$ cat config.mk
export PLATFORM = sky130hd
export DESIGN_NAME = aes_v2_seq
export DESIGN_NICKNAME = d
export VERILOG_FILES = /design/src/rtl/aes_v2_seq.sv
export SDC_FILE = /design/constraint.sdc
export NUM_CORES = 1
export LEC_CHECK = 0
export ABC_AREA = 1
export BUFFER_PORTS_ARGS = -buffer_cell sky130_fd_sc_hd__buf_2
export CAP_MARGIN = 20
export CORE_AREA = 2 2 159 200
export CTS_CLUSTER_DIAMETER = 150
export DETAILED_ROUTE_END_ITERATION = 12
export DIE_AREA = 0 0 161 202
export PLACE_DENSITY = 0.89
export SYNTH_ARGS = -nofsm -noshare
export SYNTH_HDL_FRONTEND = slang
export SYNTH_SLANG_ARGS = --single-unit
$ cat constraint.sdc
create_clock -name g_clk -period 2.7 [get_ports g_clk]
set_input_delay 0.27 -clock g_clk [delete_from_list [all_inputs] [get_ports g_clk]]
set_output_delay 0.27 -clock g_clk [all_outputs]
set_load 0.1 [all_outputs]
$ cat src/rtl/aes_v2_seq.sv
// Sequencer that walks a 128-bit AES state through an aes_v2 unit one column word at a time.
// Optional ShiftRows step between SubBytes and MixColumns: define AES_V2_SEQ_SHIFTROWS_EN.
module aes_v2_seq (
  input  logic         g_clk,
  input  logic         g_resetn,
  input  logic         req_valid,
  output logic         req_ready,
  input  logic         req_enc,
  input  logic [1:0]   req_ops,
  input  logic [127:0] req_state,
  output logic         rsp_valid,
  input  logic         rsp_ready,
  output logic [127:0] rsp_state,
  output logic         cop_valid,
  output logic         cop_sub,
  output logic         cop_enc,
  output logic [31:0]  cop_rs1,
  output logic [31:0]  cop_rs2,
  input  logic         cop_ready,
  input  logic [31:0]  cop_rd
);

`ifdef AES_V2_SEQ_SHIFTROWS_EN
  typedef enum logic [2:0] {
    ST_IDLE = 3'd0, ST_SUB = 3'd1, ST_SHR = 3'd2, ST_MIX = 3'd3, ST_DONE = 3'd4
  } state_t;
`else
  typedef enum logic [2:0] {
    ST_IDLE = 3'd0, ST_SUB = 3'd1, ST_MIX = 3'd3, ST_DONE = 3'd4
  } state_t;
`endif

  state_t         st_r, st_nxt_s;
  logic [1:0]     idx_r, idx_nxt_s;
  logic [127:0]   data_r, data_nxt_s;
  logic           enc_r, enc_nxt_s;
  logic           mix_r, mix_nxt_s;
  logic           hs_s, act_s;

  logic           req_ready_r, req_ready_nxt_s;
  logic           rsp_valid_r, rsp_valid_nxt_s;
  logic [127:0]   rsp_state_r, rsp_state_nxt_s;
  logic           cop_valid_r, cop_valid_nxt_s;
  logic           cop_sub_r, cop_sub_nxt_s;
  logic           cop_enc_r, cop_enc_nxt_s;
  logic [31:0]    cop_rs_r, cop_rs_nxt_s;

`ifdef AES_V2_SEQ_SHIFTROWS_EN
  // Row r rotates left by r columns (forward) or right by r columns (inverse).
  function automatic logic [127:0] shift_rows(input logic [127:0] s, input logic enc);
    logic [127:0] o;
    logic [1:0]   cc, rr, src;
    o = s;
    for (int c = 0; c < 4; c++) begin
      for (int r = 0; r < 4; r++) begin
        cc  = 2'(c);
        rr  = 2'(r);
        src = enc ? (cc + rr) : (cc - rr);
        o[{cc, rr, 3'b000} +: 8] = s[{src, rr, 3'b000} +: 8];
      end
    end
    return o;
  endfunction
`endif

  // Next-state, datapath update and next values of the registered outputs.
  always_comb begin
    st_nxt_s   = st_r;
    idx_nxt_s  = idx_r;
    data_nxt_s = data_r;
    enc_nxt_s  = enc_r;
    mix_nxt_s  = mix_r;
    hs_s       = cop_valid_r && cop_ready;
    case (st_r)
      ST_IDLE: begin
        if (req_valid && req_ready_r) begin
          data_nxt_s = req_state;
          enc_nxt_s  = req_enc;
          mix_nxt_s  = req_ops[1];
          idx_nxt_s  = 2'd0;
          if (req_ops[0]) begin
            st_nxt_s = ST_SUB;
          end else if (req_ops[1]) begin
            st_nxt_s = ST_MIX;
          end else begin
            st_nxt_s = ST_DONE;
          end
        end else begin
          st_nxt_s = ST_IDLE;
        end
      end
      ST_SUB: begin
        if (hs_s) begin
          data_nxt_s[{idx_r, 5'b00000} +: 32] = cop_rd;
          idx_nxt_s = idx_r + 2'd1;
          if (idx_r == 2'd3) begin
`ifdef AES_V2_SEQ_SHIFTROWS_EN
            st_nxt_s = ST_SHR;
`else
            st_nxt_s = mix_r ? ST_MIX : ST_DONE;
`endif
          end else begin
            st_nxt_s = ST_SUB;
          end
        end else begin
          st_nxt_s = ST_SUB;
        end
      end
`ifdef AES_V2_SEQ_SHIFTROWS_EN
      ST_SHR: begin
        data_nxt_s = shift_rows(data_r, enc_r);
        st_nxt_s   = mix_r ? ST_MIX : ST_DONE;
      end
`endif
      ST_MIX: begin
        if (hs_s) begin
          data_nxt_s[{idx_r, 5'b00000} +: 32] = cop_rd;
          idx_nxt_s = idx_r + 2'd1;
          if (idx_r == 2'd3) begin
            st_nxt_s = ST_DONE;
          end else begin
            st_nxt_s = ST_MIX;
          end
        end else begin
          st_nxt_s = ST_MIX;
        end
      end
      ST_DONE: begin
        if (rsp_ready) begin
          st_nxt_s = ST_IDLE;
        end else begin
          st_nxt_s = ST_DONE;
        end
      end
      default: begin
        st_nxt_s = ST_IDLE;
      end
    endcase

    // Outputs are decoded from the next state so they leave the flops cleanly.
    act_s           = (st_nxt_s == ST_SUB) || (st_nxt_s == ST_MIX);
    req_ready_nxt_s = (st_nxt_s == ST_IDLE);
    rsp_valid_nxt_s = (st_nxt_s == ST_DONE);
    cop_valid_nxt_s = act_s;
    cop_sub_nxt_s   = (st_nxt_s == ST_SUB);
    cop_enc_nxt_s   = act_s ? enc_nxt_s : 1'b0;
    cop_rs_nxt_s    = act_s ? data_nxt_s[{idx_nxt_s, 5'b00000} +: 32] : 32'h0000_0000;
    if ((st_nxt_s == ST_DONE) && (st_r != ST_DONE)) begin
      rsp_state_nxt_s = data_nxt_s;
    end else begin
      rsp_state_nxt_s = rsp_state_r;
    end
  end

  // State, datapath and output registers with synchronous active-low reset.
  always_ff @(posedge g_clk) begin
    if (!g_resetn) begin
      st_r        <= ST_IDLE;
      idx_r       <= 2'd0;
      data_r      <= 128'h0;
      enc_r       <= 1'b0;
      mix_r       <= 1'b0;
      req_ready_r <= 1'b0;
      rsp_valid_r <= 1'b0;
      rsp_state_r <= 128'h0;
      cop_valid_r <= 1'b0;
      cop_sub_r   <= 1'b0;
      cop_enc_r   <= 1'b0;
      cop_rs_r    <= 32'h0000_0000;
    end else begin
      st_r        <= st_nxt_s;
      idx_r       <= idx_nxt_s;
      data_r      <= data_nxt_s;
      enc_r       <= enc_nxt_s;
      mix_r       <= mix_nxt_s;
      req_ready_r <= req_ready_nxt_s;
      rsp_valid_r <= rsp_valid_nxt_s;
      rsp_state_r <= rsp_state_nxt_s;
      cop_valid_r <= cop_valid_nxt_s;
      cop_sub_r   <= cop_sub_nxt_s;
      cop_enc_r   <= cop_enc_nxt_s;
      cop_rs_r    <= cop_rs_nxt_s;
    end
  end

  assign req_ready = req_ready_r;
  assign rsp_valid = rsp_valid_r;
  assign rsp_state = rsp_state_r;
  assign cop_valid = cop_valid_r;
  assign cop_sub   = cop_sub_r;
  assign cop_enc   = cop_enc_r;
  assign cop_rs1   = cop_rs_r;
  assign cop_rs2   = cop_rs_r;

endmodule

Word level (Yosys, flattened, before mapping)
Index checks and enable logic that the tools add are counted.
{ "classes": {"add_sub_neg": 2, "n_eq_ne": 8, "shifts": 3, "n_mux": 19, "n_reduce_logical": 9} }
{ "op_table": {"columns": ["operator", "n"], "rows": [
  ["128-bit two-way mux", 2],
  ["128-bit case mux with 2 select lines", 1],
  ["128-bit bitwise mux", 1],
  ["32-bit by 9-bit variable shift with 128-bit output, first input constant", 1],
  ["128-bit by 8-bit variable part select with 32-bit output", 1],
  ["32-bit by 9-bit variable part select with 128-bit output", 1],
  ["3-bit two-way mux", 9],
  ["3-bit case mux with 4 select lines", 1],
  ["7-bit negator with 9-bit output", 1],
  ["3-bit by 1-bit equality test with 1-bit output, second input constant", 2],
  ["3-bit by 2-bit equality test with 1-bit output, second input constant", 2],
  ["3-bit equality test, second input constant", 2],
  ["3-bit logical NOT", 2],
  ["2-bit two-way mux", 2],
  ["2-bit case mux with 2 select lines", 1],
  ["2-bit AND reduction", 2],
  ["1-bit logical AND", 3],
  ["3-bit inequality test, second input constant", 1],
  ["2-bit by 1-bit adder with 2-bit output, second input constant", 1],
  ["2-bit equality test, second input constant", 1],
  ["1-bit two-way mux", 2],
  ["2-bit OR reduction", 1],
  ["1-bit logical OR", 1]
]} }
{ "totals": {"register_bits": 300, "in_bits": 168, "elab_cells": 53} }

Longest topological paths before layout
{ "logic_depth": {"ltp_word": 7, "mapped_depth": 14, "depth_no_buf": 12} }

Least setup slack after synthesis
No wires, ideal clock.
{ "synth_timing": {"kind": "flip-flop to flip-flop", "from": "register req_ready_r, in the netlist req_ready", "to": "register cop_rs_r[3], in the netlist cop_rs1[3]", "setup_time_ps": 125, "t_arrival_ps": 2274, "required_ps": 2575, "path_slack_ps": 301, "stages_incl_launch_ff": 10, "n_path_buf": 2, "cell_sequence": "dfxtp_1 nand2_1 inv_2 nand3_1 nand3_1 buf_2 buf_2 nand4_1 nand2_1 a21oi_1"} }
{ "synth_via": {"elab_chain_cells": 6, "word_cells_on_any_way": 12, "cone_classes": "eq/ne: 2; shift: 1; mux: 6; reduce/logical: 3"} }
{ "synth_lines": {"columns": ["item", "line", "text"], "rows": [
  ["from (decl)", "40", "logic req_ready_r, req_ready_nxt_s;"],
  ["from (signal assigned)", "176", "req_ready_r <= req_ready_nxt_s;"],
  ["1-bit logical AND (*)", "76", "if (req_valid && req_ready_r) begin"],
  ["parallel branches: the longest is 5 deep, another holds 128-bit two-way mux", null, null],
  ["to (signal assigned)", "182", "cop_rs_r <= cop_rs_nxt_s;"],
  ["to (decl)", "46", "logic [31:0] cop_rs_r, cop_rs_nxt_s;"]
]} }
Every way passes the cells marked *.
A chain may end at the register's enable or synchronous reset.

Worst setup path in the final report
{ "layout_timing": {"from": "register idx_r[1]", "to": "register rsp_state_r[123], in the netlist rsp_state[123]"} }
{ "layout_via": {"elab_chain_cells": 6, "word_cells_on_any_way": 14, "cone_classes": "add/sub: 1; eq/ne: 2; shift: 2; mux: 8; reduce/logical: 1"} }
{ "layout_lines": {"columns": ["item", "line", "text"], "rows": [
  ["from (decl)", "34", "logic [1:0] idx_r, idx_nxt_s;"],
  ["from (signal assigned)", "172", "idx_r <= idx_nxt_s;"],
  ["parallel branches: the longest is 6 deep, another holds 7-bit negator with 9-bit output", null, null],
  ["to (signal assigned)", "178", "rsp_state_r <= rsp_state_nxt_s;"],
  ["to (decl)", "42", "logic [127:0] rsp_state_r, rsp_state_nxt_s;"]
]} }
Several ways; the timed one is not identified.

==> metrics <==
CP Class register to register; worst path cell trace inv_1, ha_1, inv_1, nand2_1, buf_4, o21ai_0, a31oi_1, nand2_1, nand2_1, nor2_1; Initial Utilization 0.544; startpoint types register; Worst Skew 22.1 ps; Sw Pwr 4.29 mW; TritonRoute pass-1 iters 9; multi-input logic area between 8000 and 9000 µm²; Avg Cell Area, Syn just under 6 µm²; sequential share of the synthesized area 0.360; reg2reg path depth 10; wire per inst 17.7 µm; Worst-Margin Slew slightly above 800 ps; Gate Count Post-Synth 2,807; initial drt markers 2,104; syn nets 2,980; CTS max path bufs 3; internal power 7.83 mW; most used cell, CP nand2_1; CP Buf/Inv Count 3; Pwr Density 619 nW/µm²; Switching Fraction 0.354; FP Rows 72; antenna violations before repair 2; share of layout cells above drive strength 1 0.159; routability cong. 0.992; slew margin rel. 0.452; worst vdd ir approximately 0.00045 V; Min-Delay Path Depth 3; IO Pins about 370; sequential share of power 0.398; largest stage delay on the critical path 420 ps; Slew Viols, Final 0; htree depth 1; Reg2Reg Setup Slack 370 ps; Yosys Warn Count 0; GRT overflow 0; global-route wire length before repair 94.9 mm; largest net degree at the start of global routing 101; setup total negative slack 0 ps; Die W 161 µm; final setup fails 0; DRC violations left 0; vias in the first global route ~17,000; Final Power approximately 12 mW; clock tree sinks 300; latest clock arrival within the worst-skew pair 580 ps; most common cell after layout, fill and taps aside nand2_1; critical hold path startpoint req_ops[1]; Core Region 30,600 µm²; clock-pin slew on the worst setup and hold paths 60 ps; combinational power share 0.242; Vias/cell between 5 and 6; area delta synth->final 17.5%; Num CTS Buffers 31; die area 32,500 µm²; Reg area 6010 µm²; Hold Path Class primary input to register; fmax 430 MHz; Routed Antenna Nets 0; status finished clean; routed vias between 15,000 and 20,000; Hold Crit Endpoint mix_r; Root Buffer clkbuf_16; total track usage 0.364; reg2reg end rsp_state[123]; Max Cap Violations 0; library cells used by synthesis 25; Port Buffers between 300 and 400; final-report hold violation count 0; detailed placer's ending HPWL 43.0 mm; unrepaired setup endpoints after global routing no; crit share post-route 0.861; Post-Syn Area ~17,000 µm²; most frequent cells in the layout nand2_1, nor2_1, buf_2; Filler cells 2,895; critical path capture point type register; Clock power frac 0.361; RR Startpoint idx_r[1]; CP required 3190 ps; Crit-path slowest cell dfxtp_1; WHS 10.8 ps; Final #Nets 3,207; Total Wirelength 61.4 mm; Tmin final ~2300 ps; Critical Path AT 2810 ps; delay-heaviest family, CP compound AO/OA/AOI/OAI gates; Die Height roughly 200 µm; crit path max fanout 32; CTS tree yes; static leakage 9.82 nW; FF+latch count, synth 300
logic make-up (layout without fill, tap and decap cells):
logic type,Yosys count,after routing,share of synthesized area
buf+inv,453,703,0.116
compound gates,315,315,0.100
mux,1,1,0.000600
other cells,0,2,0
flops,300,300,0.360
simple gates,1733,1733,0.419
fa+ha+maj,5,5,0.00375
power by group through the flow:
stage	clock network [mW]	logic, mW	registers [mW]
after global placement	0	2.84	4.90
after floorplan	0	1.33	5.67
after global routing	4.57	3.13	4.84
final	4.37	2.93	4.82
after detailed placement	0	2.87	4.91
after CTS	4.38	2.88	4.81
per-stage QoR:
step / cell area, µm² / instances / util / worst slack [ps]
2_1_floorplan: 16700 / 2807 / - / 301
3_3_place_gp: 18500 / 3407 / 0.605 / 542
3_5_place_dp: 18500 / 3407 / 0.605 / 473
4_1_cts: 19600 / 3464 / 0.639 / 431
5_1_grt: 19600 / 3465 / 0.640 / 237
6_report: 19600 / 3466 / 0.640 / 374
flip-flops by register name, indices dropped and copies added, names as in the netlist:
| name | count |
|---|---|
| cop_enc | 1 |
| cop_rs1 | 32 |
| cop_sub | 1 |
| cop_valid | 1 |
| data_r | 128 |
| enc_r | 1 |
| idx_r | 2 |
| mix_r | 1 |
| req_ready | 1 |
| rsp_state | 128 |
| rsp_valid | 1 |
| st_r | 3 |
synth_stat cells:
cell type	instances	area (µm²)
nand2_1	859	3220
nor2_1	532	2000
nand3_1	303	1520
dfxtp_1	300	6010
inv_1	229	860
a21oi_1	148	741
clkbuf_1	90	338
a31oi_1	66	413
o21ai_1	61	305
buf_2	59	295
buf_4	37	278
o21ai_0	37	185
nand4_1	32	200
buf_1	21	78.8
inv_2	10	37.5
clkbuf_2	6	30.0
ha_1	5	62.6
nor2_4	3	33.8
nor3_1	3	15.0
buf_6	1	11.3
mux2i_1	1	10.0
o211ai_1	1	7.51
o211ai_2	1	12.5
o21ai_2	1	8.76
or2_2	1	6.26
metal layers:
metal	share of wire	up-vias	track usage
met3	0.12	174	0.0558
met1	0.40	8641	0.512
li1	-	9263	-
met4	0.045	0	0.152
met5	0	-	0
met2	0.44	1200	0.558
worst max path at each step:
stage / startpoint / end / slack [ps] / cells after the start
final: idx_r[1] / rsp_state[123] / 370 / 10
after global routing: idx_r[1] / rsp_state[99] / 240 / 10
after CTS: req_ready / req_ready / 430 / 2
after detailed placement: idx_r[1] / rsp_state[126] / 470 / 10
after global placement: idx_r[0] / rsp_state[110] / 540 / 10
after floorplan: req_ready / cop_rs1[3] / 300 / 9
what timing repair did:
action,4_1_cts,5_1_grt
hold buffers,1,0
setup buffers,0,0
resized for setup,0,0
endpoints found under the setup margin,0,0
endpoints found under the hold margin,2,0
area by class of cell:
type,instances,area share
multi-input cells,2054,0.448
diodes,2,0.000255
well taps,407,0.0260
flip-flops and latches,300,0.307
repair buffers,408,0.120
inverters,239,0.0462
clock inverters,10,0.00473
clock buffers,46,0.0481
worst register-to-register path, cell delays in order, from the launching register on:
cell,delay [ps]
dfxtp_1,420
inv_1,110
ha_1,330
inv_1,110
nand2_1,80
buf_4,350
o21ai_0,210
a31oi_1,410
nand2_1,100
nand2_1,60
nor2_1,40
No activity file was read; power rests on OpenSTA's default activity.
